File: src/rtl/game_screen_ctrl.sv
// Screen/game-flow controller: IR-key driven START/PLAY/PAUSE/OVER sequencing,
// registered frame select and a sequential BCD score converter. SCREEN_HISCORE_EN enables the high score.
module game_screen_ctrl #(
    parameter int          ROWS      = 16,
    parameter int          COLS      = 16,
    parameter logic [31:0] START_KEY = 32'h20DF_22DD,
    parameter logic [31:0] PAUSE_KEY = 32'h20DF_5AA5,
    parameter int          POINTS    = 5
) (
    input  logic                 CLOCK_50,
    input  logic                 reset_n,
    input  logic [31:0]          word,
    input  logic                 word_valid,
    input  logic                 game_over,
    input  logic [7:0]           length,
    input  logic [ROWS*COLS-1:0] live_grid,
    input  logic [ROWS*COLS-1:0] start_grid,
    input  logic [ROWS*COLS-1:0] end_grid,
    output logic [ROWS*COLS-1:0] disp_grid,
    output logic [1:0]           state,
    output logic                 game_run,
    output logic                 game_rst_n,
    output logic [15:0]          score_bcd,
    output logic [15:0]          hiscore_bcd
);

    typedef enum logic [1:0] {
        ST_START = 2'd0,
        ST_PLAY  = 2'd1,
        ST_PAUSE = 2'd2,
        ST_OVER  = 2'd3
    } screen_t;

    screen_t cur_state;
    screen_t next_state;

    logic start_hit;
    logic pause_hit;

    assign start_hit = word_valid && (word == START_KEY);
    assign pause_hit = word_valid && (word == PAUSE_KEY);
    assign state     = cur_state;

    always_comb begin
        next_state = cur_state;
        case (cur_state)
            ST_START: if (start_hit) next_state = ST_PLAY;
            // game_over outranks a simultaneous pause request
            ST_PLAY: begin
                if (game_over)      next_state = ST_OVER;
                else if (pause_hit) next_state = ST_PAUSE;
            end
            ST_PAUSE: if (pause_hit || start_hit) next_state = ST_PLAY;
            ST_OVER:  if (start_hit) next_state = ST_START;
            default:  next_state = ST_START;
        endcase
    end

    always_ff @(posedge CLOCK_50 or negedge reset_n) begin
        if (!reset_n) begin
            cur_state  <= ST_START;
            game_run   <= 1'b0;
            game_rst_n <= 1'b0;
        end else begin
            cur_state  <= next_state;
            game_run   <= (next_state == ST_PLAY);
            game_rst_n <= !((cur_state == ST_START) && (next_state == ST_PLAY));
        end
    end

    always_ff @(posedge CLOCK_50 or negedge reset_n) begin
        if (!reset_n) begin
            disp_grid <= '0;
        end else begin
            case (cur_state)
                ST_START: disp_grid <= start_grid;
                ST_PLAY:  disp_grid <= live_grid;
                ST_OVER:  disp_grid <= end_grid;
                default:  disp_grid <= disp_grid;
            endcase
        end
    end

    logic [15:0] raw_score;
    logic [15:0] bin_score;

    assign raw_score = 16'(length) * 16'(POINTS);
    assign bin_score = (raw_score > 16'd9999) ? 16'd9999 : raw_score;

    function automatic logic [15:0] bcd_adjust(input logic [15:0] d);
        logic [15:0] r;
        r = d;
        for (int i = 0; i < 4; i++) begin
            if (d[i*4 +: 4] >= 4'd5) r[i*4 +: 4] = d[i*4 +: 4] + 4'd3;
        end
        return r;
    endfunction

    logic        conv_busy;
    logic [4:0]  conv_iter;
    logic [15:0] conv_bin;
    logic [15:0] conv_bcd;
    logic [15:0] last_conv;
    logic [31:0] dd_shift;

    assign dd_shift = {bcd_adjust(conv_bcd), conv_bin} << 1;

    // Double-dabble: one load cycle, 16 shift cycles, then a single-cycle commit
    always_ff @(posedge CLOCK_50 or negedge reset_n) begin
        if (!reset_n) begin
            conv_busy <= 1'b0;
            conv_iter <= '0;
            conv_bin  <= '0;
            conv_bcd  <= '0;
            last_conv <= '0;
            score_bcd <= '0;
        end else if (!conv_busy) begin
            if (bin_score != last_conv) begin
                conv_busy <= 1'b1;
                conv_iter <= '0;
                conv_bin  <= bin_score;
                conv_bcd  <= '0;
                last_conv <= bin_score;
            end
        end else if (conv_iter == 5'd16) begin
            score_bcd <= conv_bcd;
            conv_busy <= 1'b0;
        end else begin
            conv_bcd  <= dd_shift[31:16];
            conv_bin  <= dd_shift[15:0];
            conv_iter <= conv_iter + 5'd1;
        end
    end

`ifdef SCREEN_HISCORE_EN
    // Packed BCD orders the same as unsigned binary, so a plain compare suffices
    always_ff @(posedge CLOCK_50 or negedge reset_n) begin
        if (!reset_n) begin
            hiscore_bcd <= '0;
        end else if ((cur_state == ST_PLAY) && (next_state == ST_OVER)
                     && (score_bcd > hiscore_bcd)) begin
            hiscore_bcd <= score_bcd;
        end
    end
`else
    assign hiscore_bcd = '0;
`endif

endmodule

File: config.mk
export PLATFORM = sky130hd
export DESIGN_NAME = game_screen_ctrl
export DESIGN_NICKNAME = d
export VERILOG_FILES = /design/src/rtl/game_screen_ctrl.sv
export SDC_FILE = /design/constraint.sdc
export NUM_CORES = 1
export LEC_CHECK = 0
export BUFFER_PORTS_ARGS = -buffer_cell sky130_fd_sc_hd__buf_2
export CAP_MARGIN = 20
export CORE_AREA = 3 3 432 434
export DETAILED_ROUTE_END_ITERATION = 16
export DIE_AREA = 0 0 435 437
export GPL_TIMING_DRIVEN = 0
export PLACE_DENSITY = 0.38
export SLEW_MARGIN = 20
export SYNTH_ARGS = -nofsm -noshare
export SYNTH_HDL_FRONTEND = slang
export SYNTH_SLANG_ARGS = --single-unit
File: constraint.sdc
create_clock -name CLOCK_50 -period 4.5 [get_ports CLOCK_50]
set_input_delay 0.225 -clock CLOCK_50 [delete_from_list [all_inputs] [get_ports CLOCK_50]]
set_output_delay 0.225 -clock CLOCK_50 [all_outputs]
set_load 0.02 [all_outputs]
# --- Word level (Yosys, flattened, before mapping) ---
# Cells that the tools add are included.
word_totals:
  register_bits: 330
  inputBits: 812
  output_inout_bits: 292
  elab_cells: 66
op_classes:
  addsub: 5
  multipliers: 1
  n_lt_le_gt_ge: 5
  eq_ne: 9
  muxes: 24
  bitwise: 1
  n_reduce_logical: 11
op_table:
  columns: ["op", "n"]
  rows:
  - ["one-hot mux 256 bit (3 select lines)", 1]
  - ["two-way mux 16 bit", 6]
  - ["equality test 32 x 30 -> 1 bit, second input constant", 2]
  - ["greater-or-equal comparator 4 x 3 -> 1 bit, second input constant", 4]
  - ["inequality test 14 x 16 -> 1 bit", 1]
  - ["two-way mux 5 bit", 3]
  - ["greater-than comparator 11 x 14 -> 1 bit, second input constant", 1]
  - ["two-way mux 14 bit", 1]
  - ["adder 4 x 2 -> 4 bit, second input constant", 3]
  - ["two-way mux 4 bit", 3]
  - ["multiplier 8 x 3 -> 11 bit, second input constant", 1]
  - ["two-way mux 2 bit", 5]
  - ["one-hot mux 2 bit (4 select lines)", 1]
  - ["AND reduction 2 bit", 3]
  - ["adder 5 x 1 -> 5 bit, second input constant", 1]
  - ["equality test 5 bit, second input constant", 1]
  - ["equality test 2 x 1 -> 1 bit, second input constant", 2]
  - ["equality test 2 bit, second input constant", 2]
  - ["adder 3 x 2 -> 3 bit, second input constant", 1]
  - ["logical AND 1 bit", 3]
  - ["two-way mux 1 bit", 3]
  - ["two-way mux 3 bit", 1]
  - ["nonzero test 3 bit", 1]
  - ["logical NOT 2 bit", 1]
  - ["other kinds (5)", 5]

# --- Longest topological paths before layout ---
logic_depth:
  depth_word: 8
  depth_mapped: 12
  ltp_nobuf: 10

# --- Least setup slack after synthesis ---
# OpenSTA, ideal clock, no wires.
synth_timing:
  kind: "input-to-reg"
  start: "in length[1]"
  end: "reg conv_bin[10]"
  setup_time_ns: 0.128
  t_arrival_ns: 2.711
  required_time_ns: 4.372
  setup_slack_ns: 1.662
  stages: 11
  n_path_buf: 1
  path_cell_list: "ha_1 > ha_1 > fa_1 > a21o_1 > a21oi_2 > xnor2_1 > a221oi_1 > and4_1 > buf_6 > a21boi_4 > mux2_1"
synth_between:
  elab_chain_cells: 6
  elab_cells_between_ends: 8
  classes_between: "1 x mul; 1 x order compare; 1 x eq/ne; 3 x mux; 2 x reduce/logical"
synth_rtl:
  columns: ["item", "line", "text"]
  rows:
  - ["start: declaration", "15", "input logic [7:0] length,"]
  - ["multiplier 8 x 3 -> 11 bit (*)", "87", "assign raw_score = 16'(length) * 16'(POINTS);"]
  - ["greater-than comparator 11 x 14 -> 1 bit", "88", "assign bin_score = (raw_score > 16'd9999) ? 16'd9999 : raw_score;"]
  - ["two-way mux 14 bit (*)", "88", null]
  - ["inequality test 14 x 16 -> 1 bit", "118", "if (bin_score != last_conv) begin"]
  - ["nonzero test 2 bit (no line)", null, null]
  - ["AND reduction 2 bit (no line)", null, null]
  - ["end signal: assignment", "121", "conv_bin <= bin_score;"]
  - ["end signal: assignment", "130", "conv_bin <= dd_shift[15:0];"]
  - ["end: declaration", "101", "logic [15:0] conv_bin;"]
# Mark *: on every way between the ends. The rest lies on a longest branch, timed or not. The select of a mux whose other input is x is not followed.
# A chain may end at the register's enable or synchronous reset.

# --- Final worst setup path ---
layout_timing:
  start: "reg cur_state[0], in the netlist state[0]"
  end: "reg disp_grid[25]"
layout_between:
  elab_chain_cells: 2
  elab_cells_between_ends: 5
  classes_between: "2 x eq/ne; 1 x mux; 2 x reduce/logical"
layout_rtl:
  columns: ["item", "line", "text"]
  rows:
  - ["start: declaration", "34", "screen_t cur_state;"]
  - ["start signal: assignment", "65", "cur_state <= next_state;"]
  - ["equality test 2 bit, or another cell as far along", "75", "case (cur_state)"]
  - ["one-hot mux 256 bit (3 select lines) / nonzero test 3 bit (equally long branches)", null, null]
  - ["end signal: assignment", "76", "ST_START: disp_grid <= start_grid;"]
  - ["end signal: assignment", "77", "ST_PLAY: disp_grid <= live_grid;"]
  - ["end signal: assignment", "78", "ST_OVER: disp_grid <= end_grid;"]
  - ["end: declaration", "19", "output logic [ROWS*COLS-1:0] disp_grid,"]
# Parallel ways exist; a longest one is shown, timed or not.

==> results.toml <==
[worst_hold_path]
holdPathStages = 4
hold_class = "in -> reg"

[clock_network]
htree_levels = 2
cts_made_buffers = 47
cts_root_buf = "clkbuf_16"
clk_latency_ns = 0.61
cts.clk_slew.worst_paths_ns = 0.06
cts_resized = 0
clockBufferDepth = 3
cts.sinks = 325
cts_tree = "yes"

[worst_setup_path]
reg2reg_depth = 5
critPathBufInv = 4
path_delay_family = "buffers and inverters"
critical_path.cell_chain = "clkbuf_2 -> clkbuf_1 -> clkbuf_1 -> mux4_2 -> dlygate4sd3_1"
crit_arrival_ns = 4.01
critPathKind = "reg -> reg"
critical_path.max_fanout = 10
crit_cells = 5
crit_path_end_kind = "register"
crit_required_ns = 5.00
critPathMostFrequentCell = "clkbuf_1"
start_kind = "register"
crit_slowest_cell = "clkbuf_1"
critical_path.max_stage_delay_ns = 0.85

[sta]
hold_violations = 0
slew_headroom_pct = 27.51
worst_pin_slew_ns = 1.087
maxClockFrequency_ghz = 0.2851
clock_skew_ns = 0.02168
slew_viol_final = 0
tns_ns = 0
final-setup-viol-count = 0
fin_crit_sh_pct = 77.95
rsz0062_at_grt = "no"
min_period_ns = 3.508

[yosys]
ys_seq_elements = 325
syn_area_mm2 = 0.01668
synth-seq-area-share_pct = 48.75
synth_cell_types = 63
ys_warn_count = 0
async_flop_share_pct = 100.0
avgSynthCellArea_um2 = 16.26
synth_area_leaders = "dfrtp_1, mux4_2, ha_1"
synth_edf_count = 0
synth_ff_type = "dfrtp_1"
synth_top_area_share_pct = 48.75
synth_most_common_cell = "dfrtp_1"
syn_inst = 1026
yosysTopAreaCell = "dfrtp_1"
synth_common_cells = "dfrtp_1, mux4_2, nand2_1, clkbuf_1, o21ai_0"

[final_layout]
finalNetCount = 3532
area_delta_synth_final_pct = 93.47
fin_area_mm2 = 0.03227
drive_gt1_share_pct = 54.35

[floorplanning]
die-area_mm2 = 0.1901
row_count = 157
die_h_um = 437
initial_core_util_pct = 9.112
die_width_um = 435
io_pins = 1104
core-area_mm2 = 0.1831

[status]
status = "completed"

[global_route]
grt_util_all_layers_pct = 15.64
grt_pass1_vias = 19090
grt_max_degree = 81
grt-ovfl-total = 0
grt_first_pass_wirelength_mm = 195.9
antenna_found_initial = 197

[drt]
drt_wl_total_mm = 153.6
postRouteAntennaNets = 0
dr.pass1.iters = 5
route.detailed.drc = 0
drt_iter0_drc = 1285
vias_per_cell = 3.494
routedWlPerCell_um = 29.26
vias = 18340

[place]
dpl_cell_area_mm2 = 0.02539
hpwl_mm = 134.1
port_buffers = 1087
routabilityCongestion = 0.9468

[pwr]
vdd_ir_drop_max_v = 0.0002486
power_density_mw_per_mm2 = 316.0
p_leak_uw = 0.01367

[job]
cap_violations = 0
## metal layers
metal,up-vias,share of wire [%],GRT usage (%)
li1,7509,-,-
met1,9338,37,17.58
met3,356,9.6,6.108
met4,90,3.8,4.313
met5,-,0.38,0
met2,1049,50,27.37
## registers in the layout, summed over array words and instances (netlist names)
signal      cells
conv_bin       16
last_conv      11
state           2
conv_bcd       16
disp_grid     256
score_bcd      16
game_rst_n      1
conv_busy       1
game_run        1
conv_iter       5
## path summary, 6_finish.rpt
path                                           from                         end  slack, ns
setup reg to reg                 state[0]$_DFF_PN0_   disp_grid[25]$_DFFE_PN0P_       0.99
setup / recovery                 state[0]$_DFF_PN0_   disp_grid[25]$_DFFE_PN0P_       0.99
max in group asynchronous                   reset_n  disp_grid[145]$_DFFE_PN0P_       2.97
min in group asynchronous                   reset_n  disp_grid[240]$_DFFE_PN0P_       0.10
hold / removal                             word[12]        game_rst_n$_DFF_PN0_       0.09
hold reg to reg            score_bcd[0]$_DFFE_PN0P_    score_bcd[0]$_DFFE_PN0P_       0.49
## stage by stage
step / worst slack (ns) / utilization [%] / power (uW) / cells / hold slack [ns]
after floorplan: 1.662 / - / 4835 / 1041 / -0.07059
after global placement: -4.767 / 13.80 / 5997 / 4592 / 0.4746
after detailed placement: 1.096 / 13.87 / 6008 / 4596 / 0.1648
after CTS: 0.5891 / 17.55 / 10400 / 5197 / 0.01953
after global routing: 0.7974 / 17.59 / 10740 / 5225 / 0.05915
final: 0.9924 / 17.63 / 10200 / 5250 / 0.09434
## power by group
group          switching (uW)  internal, uW  leakage (uW)
clock                    1610          2290      0.000771
sequential                303          3310       0.00385
combinational            1370          1320       0.00905
## worst reg2reg max path: cells and delay by family (launching register included)
family                 cells  cell delay (ns)
flip-flops                 1             0.41
multiplexers               1             0.45
buffers and inverters      4             2.54
## kinds of logic after synthesis
family	count (synthesis)	share of synthesized area [%]
compound gates	109	4.148
xor+xnor	16	0.8400
fa+ha+maj	23	1.770
buf+inv	114	3.172
flops	325	48.75
mux	290	36.73
other cells	1	0.02248
simple gates	148	4.568
## layout make-up
class / instances / area [um^2]
multi-input combinational: 602 / 8077
sequential: 325 / 8133
fill: 20610 / 150800
antenna: 52 / 130.1
clock inverter: 19 / 224.0
buffer: 98 / 480.5
tap: 2464 / 3083
inverter: 16 / 60.06
timing repair buffer: 1607 / 10730
clock buffer: 67 / 1361
## repair_timing
item,CTS,global route
hold buffers,515,0
setup endpoints to repair,0,0
hold endpoints to repair,428,0
buffers inserted,0,0
## placed cells by master (no fill, tap or decap), types with 6 or more instances in the layout
cell / instances
a21oi_1: 26
and3_1: 12
buf_1: 20
buf_2: 1109
buf_4: 17
clkbuf_1: 44
clkbuf_16: 47
clkbuf_8: 11
clkinv_2: 8
conb_1: 16
dfrtp_1: 325
diode_2: 52
dlygate4sd3_1: 515
ha_1: 22
inv_1: 15
mux2_1: 8
mux2_2: 9
mux2i_1: 17
mux4_2: 256
nand2_1: 52
nand2b_1: 6
nand3_1: 20
nor2_1: 17
nor3_1: 10
o211ai_1: 9
o21ai_0: 35
o21ai_1: 9
xnor2_1: 12
(Power assumes the default switching activity.)
